### config.mk
export PLATFORM = sky130hd
export DESIGN_NAME = uart_rx_ctrl
export DESIGN_NICKNAME = d
export VERILOG_FILES = /design/src/rtl/uart_rx_ctrl_pkg.sv /design/src/rtl/uart_sync_fifo.sv /design/src/rtl/uart_rx_ctrl.sv
export SDC_FILE = /design/constraint.sdc
export NUM_CORES = 1
export LEC_CHECK = 0
export ABC_CLOCK_PERIOD_IN_PS = 3300
export BUFFER_PORTS_ARGS = -buffer_cell sky130_fd_sc_hd__buf_2
export CORE_ASPECT_RATIO = 1.75
export CORE_MARGIN = 4
export CORE_UTILIZATION = 55
export DETAILED_ROUTE_END_ITERATION = 6
export GPL_ROUTABILITY_DRIVEN = 0
export HOLD_SLACK_MARGIN = 0.15
export PLACE_DENSITY = 0.74
export SKIP_LAST_GASP = 1
export SLEW_MARGIN = 20
export SYNTH_ARGS = -nofsm -noshare
export SYNTH_HDL_FRONTEND = slang
export SYNTH_SLANG_ARGS = --single-unit
### constraint.sdc
create_clock -name sysclk_in -period 3.3 [get_ports sysclk_in]
set_input_delay 0.66 -clock sysclk_in [delete_from_list [all_inputs] [get_ports sysclk_in]]
set_output_delay 0.66 -clock sysclk_in [all_outputs]
set_load 0.05 [all_outputs]
### src/rtl/uart_rx_ctrl_pkg.sv
// Shared definitions for the UART receive-side controller: controller
// state encoding and default character/oversampling constants that are
// also used by the deserialiser and transmitter.
package uart_rx_ctrl_pkg;

  localparam int UART_DATA_BITS_DEFAULT    = 8;
  localparam int UART_OVERSAMPLING_DEFAULT = 8;

  typedef enum logic [1:0] {
    S_EMPTY   = 2'b00,
    S_ACTIVE  = 2'b01,
    S_TIMEOUT = 2'b10
  } rxc_state_e;

endpackage

### src/rtl/uart_sync_fifo.sv
// Single-clock first-word-fall-through FIFO. The head entry is visible on
// dout whenever empty is low. Pointers carry one extra wrap bit so that
// full and empty are distinguished by the MSB alone.
module uart_sync_fifo
  import uart_rx_ctrl_pkg::*;
#(
  parameter int WIDTH = UART_DATA_BITS_DEFAULT,
  parameter int DEPTH = 8
) (
  input  logic                   sysclk_in,
  input  logic                   nrst_in,
  input  logic                   push,
  input  logic                   pop,
  input  logic [WIDTH-1:0]       din,
  output logic [WIDTH-1:0]       dout,
  output logic                   full,
  output logic                   empty,
  output logic [$clog2(DEPTH):0] level
);

  localparam int AW = $clog2(DEPTH);
  localparam int PW = AW + 1;

  logic [PW-1:0]    wr_ptr_r;
  logic [PW-1:0]    rd_ptr_r;
  logic [WIDTH-1:0] mem_r [DEPTH];
  logic             pop_acc_s;
  logic             push_acc_s;

  assign empty      = (wr_ptr_r == rd_ptr_r);
  assign full       = (wr_ptr_r[AW] != rd_ptr_r[AW]) &&
                      (wr_ptr_r[AW-1:0] == rd_ptr_r[AW-1:0]);
  // A pop frees a slot in the same cycle, so a push while full is still
  // accepted when it coincides with a pop.
  assign pop_acc_s  = pop & ~empty;
  assign push_acc_s = push & (~full | pop_acc_s);
  assign level      = wr_ptr_r - rd_ptr_r;
  assign dout       = mem_r[rd_ptr_r[AW-1:0]];

  // Advance write/read pointers on accepted push/pop
  always_ff @(posedge sysclk_in) begin
    if (!nrst_in) begin
      wr_ptr_r <= '0;
      rd_ptr_r <= '0;
    end else begin
      if (push_acc_s) begin
        wr_ptr_r <= wr_ptr_r + PW'(1);
      end
      if (pop_acc_s) begin
        rd_ptr_r <= rd_ptr_r + PW'(1);
      end
    end
  end

  // Storage array, cleared on reset so the head reads as zero afterwards
  always_ff @(posedge sysclk_in) begin
    if (!nrst_in) begin
      for (int i = 0; i < DEPTH; i++) begin
        mem_r[i] <= '0;
      end
    end else if (push_acc_s) begin
      mem_r[wr_ptr_r[AW-1:0]] <= din;
    end
  end

endmodule

### src/rtl/uart_rx_ctrl.sv
// Receive-side controller between the UART deserialiser and the consumer.
// Captures each completed character into a FWFT FIFO, exposes it as a
// valid/ready stream, and tracks overrun, character timeout and a
// fill-level interrupt.
module uart_rx_ctrl
  import uart_rx_ctrl_pkg::*;
#(
  parameter int DATA_BITS    = UART_DATA_BITS_DEFAULT,
  parameter int FIFO_DEPTH   = 8,
  parameter int OVERSAMPLING = UART_OVERSAMPLING_DEFAULT,
  parameter int TIMEOUT_BITS = 40
) (
  input  logic                          sysclk_in,
  input  logic                          nrst_in,
  input  logic                          divpulse_in,
  input  logic                          rx_rdy_in,
  input  logic [DATA_BITS-1:0]          rx_data_in,
  output logic [DATA_BITS-1:0]          m_data_out,
  output logic                          m_valid_out,
  input  logic                          m_ready_in,
  input  logic [$clog2(FIFO_DEPTH):0]   thresh_in,
  input  logic                          ovr_clr_in,
  output logic [$clog2(FIFO_DEPTH):0]   level_out,
  output logic                          overrun_out,
  output logic                          timeout_out,
  output logic                          irq_out
);

  localparam int LW   = $clog2(FIFO_DEPTH) + 1;
  localparam int TMAX = TIMEOUT_BITS * OVERSAMPLING;
  localparam int TW   = $clog2(TMAX) + 1;
  localparam logic [TW-1:0] TMAX_C = TW'(TMAX);

  rxc_state_e    state_r;
  logic          rdy_prev_r;
  logic [TW-1:0] tcnt_r;
  logic          overrun_r;
  logic          timeout_r;
  logic          irq_r;

  logic          push_s;
  logic          pop_s;
  logic          full_s;
  logic          empty_s;
  logic [LW-1:0] level_s;
  logic          last_entry_s;
  logic          ovr_event_s;
  logic          thr_hit_s;

  // The deserialiser may hold rx_rdy_in for several cycles; only its
  // rising edge counts as a new character.
  assign push_s       = rx_rdy_in & ~rdy_prev_r;
  assign pop_s        = m_valid_out & m_ready_in;
  assign last_entry_s = (level_s == LW'(1));
  assign ovr_event_s  = push_s & full_s & ~pop_s;
  assign thr_hit_s    = (thresh_in != '0) && (level_s >= thresh_in);

  uart_sync_fifo #(
    .WIDTH (DATA_BITS),
    .DEPTH (FIFO_DEPTH)
  ) u_fifo (
    .sysclk_in (sysclk_in),
    .nrst_in   (nrst_in),
    .push      (push_s),
    .pop       (pop_s),
    .din       (rx_data_in),
    .dout      (m_data_out),
    .full      (full_s),
    .empty     (empty_s),
    .level     (level_s)
  );

  assign m_valid_out = ~empty_s;
  assign level_out   = level_s;
  assign overrun_out = overrun_r;
  assign timeout_out = timeout_r;
  assign irq_out     = irq_r;

  // Remember last rx_rdy_in for rising-edge detection
  always_ff @(posedge sysclk_in) begin
    if (!nrst_in) begin
      rdy_prev_r <= 1'b0;
    end else begin
      rdy_prev_r <= rx_rdy_in;
    end
  end

  // Sticky overrun flag; a new drop wins over a simultaneous clear
  always_ff @(posedge sysclk_in) begin
    if (!nrst_in) begin
      overrun_r <= 1'b0;
    end else if (ovr_event_s) begin
      overrun_r <= 1'b1;
    end else if (ovr_clr_in) begin
      overrun_r <= 1'b0;
    end else begin
      overrun_r <= overrun_r;
    end
  end

  // Idle-time counter in oversampling ticks, saturating at the timeout
  always_ff @(posedge sysclk_in) begin
    if (!nrst_in) begin
      tcnt_r <= '0;
    end else if (push_s || pop_s || (state_r == S_EMPTY)) begin
      tcnt_r <= '0;
    end else if (divpulse_in && (tcnt_r != TMAX_C)) begin
      tcnt_r <= tcnt_r + TW'(1);
    end else begin
      tcnt_r <= tcnt_r;
    end
  end

  // Controller FSM with registered timeout flag
  always_ff @(posedge sysclk_in) begin
    if (!nrst_in) begin
      state_r   <= S_EMPTY;
      timeout_r <= 1'b0;
    end else begin
      timeout_r <= 1'b0;
      case (state_r)
        S_EMPTY: begin
          if (push_s) begin
            state_r <= S_ACTIVE;
          end else begin
            state_r <= S_EMPTY;
          end
        end
        S_ACTIVE: begin
          if (push_s) begin
            state_r <= S_ACTIVE;
          end else if (pop_s && last_entry_s) begin
            state_r <= S_EMPTY;
          end else if (pop_s) begin
            state_r <= S_ACTIVE;
          end else if (tcnt_r == TMAX_C) begin
            state_r   <= S_TIMEOUT;
            timeout_r <= 1'b1;
          end else begin
            state_r <= S_ACTIVE;
          end
        end
        S_TIMEOUT: begin
          if (push_s) begin
            state_r <= S_ACTIVE;
          end else if (pop_s && last_entry_s) begin
            state_r <= S_EMPTY;
          end else if (pop_s) begin
            state_r <= S_ACTIVE;
          end else begin
            state_r   <= S_TIMEOUT;
            timeout_r <= 1'b1;
          end
        end
        default: begin
          state_r <= S_EMPTY;
        end
      endcase
    end
  end

  // Interrupt request: threshold, timeout or overrun, one cycle behind
  always_ff @(posedge sysclk_in) begin
    if (!nrst_in) begin
      irq_r <= 1'b0;
    end else begin
      irq_r <= thr_hit_s | timeout_r | overrun_r;
    end
  end

endmodule

==> results.py <==
metrics = {
    "worst_setup_path": {
        "crit_arrival_ps": 2810,
        "r2r_end": "u_fifo.mem_r[2][4]",
        "reg2regPathDepth": 7,
        "critPathKind": "reg -> reg",
        "path_max_fanout": 9,
        "reg2reg_from": "u_fifo.wr_ptr_r[0]",
        "r2r_slack_ps": 510,
        "start_kind": "flop",
        "end_kind": "flop",
        "required_ps": 3320,
    },
    "final_layout": {
        "antenna_cells": 0,
        "syn_to_final_growth_pct": 12.1,
        "utilization": 0.640,
        "instances_no_fill": 469,
        "final_nets": 408,
        "drive_above_1_share": 0.213,
    },
    "power_and_ir_drop": {
        "power.total_mw": 2.78,
        "power_density_nw_per_um2": 565,
        "irDropWorstVdd_v": 0.000363,
        "total_leakage_power_nw": 1.88,
    },
    "synthesis": {
        "ys_seq_area_frac": 0.562,
        "yosysMostFrequentCell": "and2_1",
        "synth_largest_area_cell": "edfxtp_1",
        "ys_ff_latch": 91,
        "ys.flop_type": "edfxtp_1",
        "yosysTopAreaCellShare": 0.438,
        "postSynthAreaPerCell_um2": 12.9,
        "synth_top_cells_by_area": "edfxtp_1 (44%), dfxtp_1 (12%), and2_1 (10%)",
        "synth_common_cells": "and2_1 (71), edfxtp_1 (64), dfxtp_1 (27)",
        "synth.distinct_cells": 47,
        "synthCells": 340,
        "netlist_area_um2": 4380,
        "synth_edf_count": 64,
        "syn-num-nets": 372,
        "ys_warn_count": 0,
        "async_flop_share": 0,
    },
    "die": {
        "rows": 42,
        "core_area_um2": 7670,
        "dieHeight_um": 126,
        "dieArea_um2": 9520,
        "die_w_um": 75.5,
        "io_pins": 34,
        "start_util": 0.571,
    },
    "timing": {
        "period_share": 0.847,
        "setup_tns_ps": 0,
        "worstMarginPinSlew_ps": 715,
        "slew_headroom": 0.519,
        "finalHoldViolCount": 0,
        "rsz0062_at_grt": "no",
        "maxSlewViolCount": 0,
        "fmax_mhz": 358,
        "fin_skew_ps": 5.12,
        "fin_crit_ps": 2790,
        "setup_violations": 0,
    },
    "min_path": {
        "hold_start": "tcnt_r[9]",
        "holdPathEnd": "tcnt_r[9]",
        "worstHoldPathCells": 2,
        "min-delay-path-class": "reg -> reg",
    },
    "drt": {
        "dr_wl_met2_um": 4570,
        "wl_per_cell_um": 18.1,
        "ant_nets": 0,
        "vias_per_cell": 5.67,
        "drt-total-wl_um": 8470,
        "drc_errors": 0,
        "top_layer_used": "met4",
        "dr_wl_met3_um": 356,
        "first_iter_violations": 231,
        "wl_met1_um": 3230,
        "vias": 2659,
        "first_pass_iters": 4,
    },
    "cts": {
        "h-tree-depth": 3,
        "clk_pin_slew_ps": 60,
        "cts_buffers": 9,
        "post_cts_buffers": 0,
        "clock_latency_ps": 330,
        "cts_tree": "yes",
        "hold_buffers": 0,
        "cts-root-buf": "clkbuf_16",
        "clockBufferDepth": 2,
        "numClockSinks": 91,
        "post_cts_resized": 0,
    },
    "grt": {
        "antenna_found_initial": 0,
        "grt_usage": 0.197,
        "grt_pass1_wl_um": 13700,
        "grt-ovfl-total": 0,
        "first_global_vias": 2681,
        "grt_max_degree": 23,
    },
    "placement": {
        "dp_hpwl_um": 6370,
        "placed_cells": 453,
        "io_buffers": 33,
    },
    "job": {
        "maxCapViolCount": 0,
    },
    "run_status": {
        "outcome": "completed",
    },
}
-- metrics by stage --
step | setup slack, ps | area, µm² | hold WS, ps
after CTS | 478 | 4910 | 521
after detailed placement | 499 | 4630 | 504
after global routing | 196 | 4910 | 547
final | 506 | 4910 | 519
after global placement | 641 | 4630 | 511
after floorplan | 757 | 4380 | 480
-- critical path: stages (launching register included) --
cell and delay, ps:
dfxtp_1 510, inv_1 80, ha_1 350, nand3_1 200, o31ai_2 550, nor2_1 140
and4_1 300, nand2b_1 340
-- worst max path at each step --
stage | end | depth (start not counted) | startpoint | slack (ps)
detailed placement | u_fifo.mem_r[2][0] | 7 | u_fifo.wr_ptr_r[0] | 500
global placement | u_fifo.mem_r[6][4] | 7 | u_fifo.wr_ptr_r[0] | 640
CTS | u_fifo.mem_r[2][4] | 7 | u_fifo.wr_ptr_r[0] | 480
finish | u_fifo.mem_r[2][4] | 7 | u_fifo.wr_ptr_r[0] | 510
global route | u_fifo.mem_r[3][3] | 7 | u_fifo.wr_ptr_r[0] | 200
floorplan | level_out[3] | 4 | u_fifo.wr_ptr_r[1] | 760
-- flip-flops by register name, indices dropped and copies added, names as in the netlist, named ones only --
name and flops:
u_fifo.wr_ptr_r 4, rdy_prev_r 1, state_r 2, overrun_out 1, u_fifo.rd_ptr_r 4, u_fifo.mem_r 64
irq_out 1, timeout_out 1, tcnt_r 10
-- cells in the final DEF, fill, tap and decap left out, drive strengths merged, types with 7 or more instances in the layout --
cell and n:
mux2 8, clkbuf 10, nor3 7, inv 15, nand2 14, mux4 16, nor2 17, edfxtp 64
nand2b 11, buf 36, ha 13, xor2 8, and2 71, xnor2 9, dfxtp 27
-- per-layer routing --
| metal | vias to the layer above | track usage |
|---|---|---|
| met5 | - | 0 |
| met4 | 0 | 0.0978 |
| met3 | 23 | 0.0470 |
| met2 | 73 | 0.337 |
| met1 | 1279 | 0.222 |
| li1 | 1284 | - |
-- report_power, final --
| group | total, mW | switching, mW | internal, mW |
|---|---|---|---|
| Sequential | 1.30 | 0.0312 | 1.27 |
| Clock | 0.976 | 0.396 | 0.580 |
| Combinational | 0.502 | 0.325 | 0.177 |
| Total | 2.78 | 0.752 | 2.03 |
-- layout make-up --
cell class              instances  area [µm²]
clock buffers                  10         229
clock inverters                 6        56.3
fillers                       582        2760
inverters                      15        56.3
multi-input cells             223        1810
flip-flops and latches         91        2460
well taps                      88         110
repair buffers                 36         188
-- cells by family after synthesis --
kind of cell    after synthesis  share of synthesized area
mux                          25                      0.105
xor+xnor                     17                     0.0340
flops                        91                      0.562
simple gates                146                      0.199
compound gates               21                     0.0340
fa+ha+maj                    14                     0.0417
buf+inv                      26                     0.0251
Power figures use the tool's default switching activity.
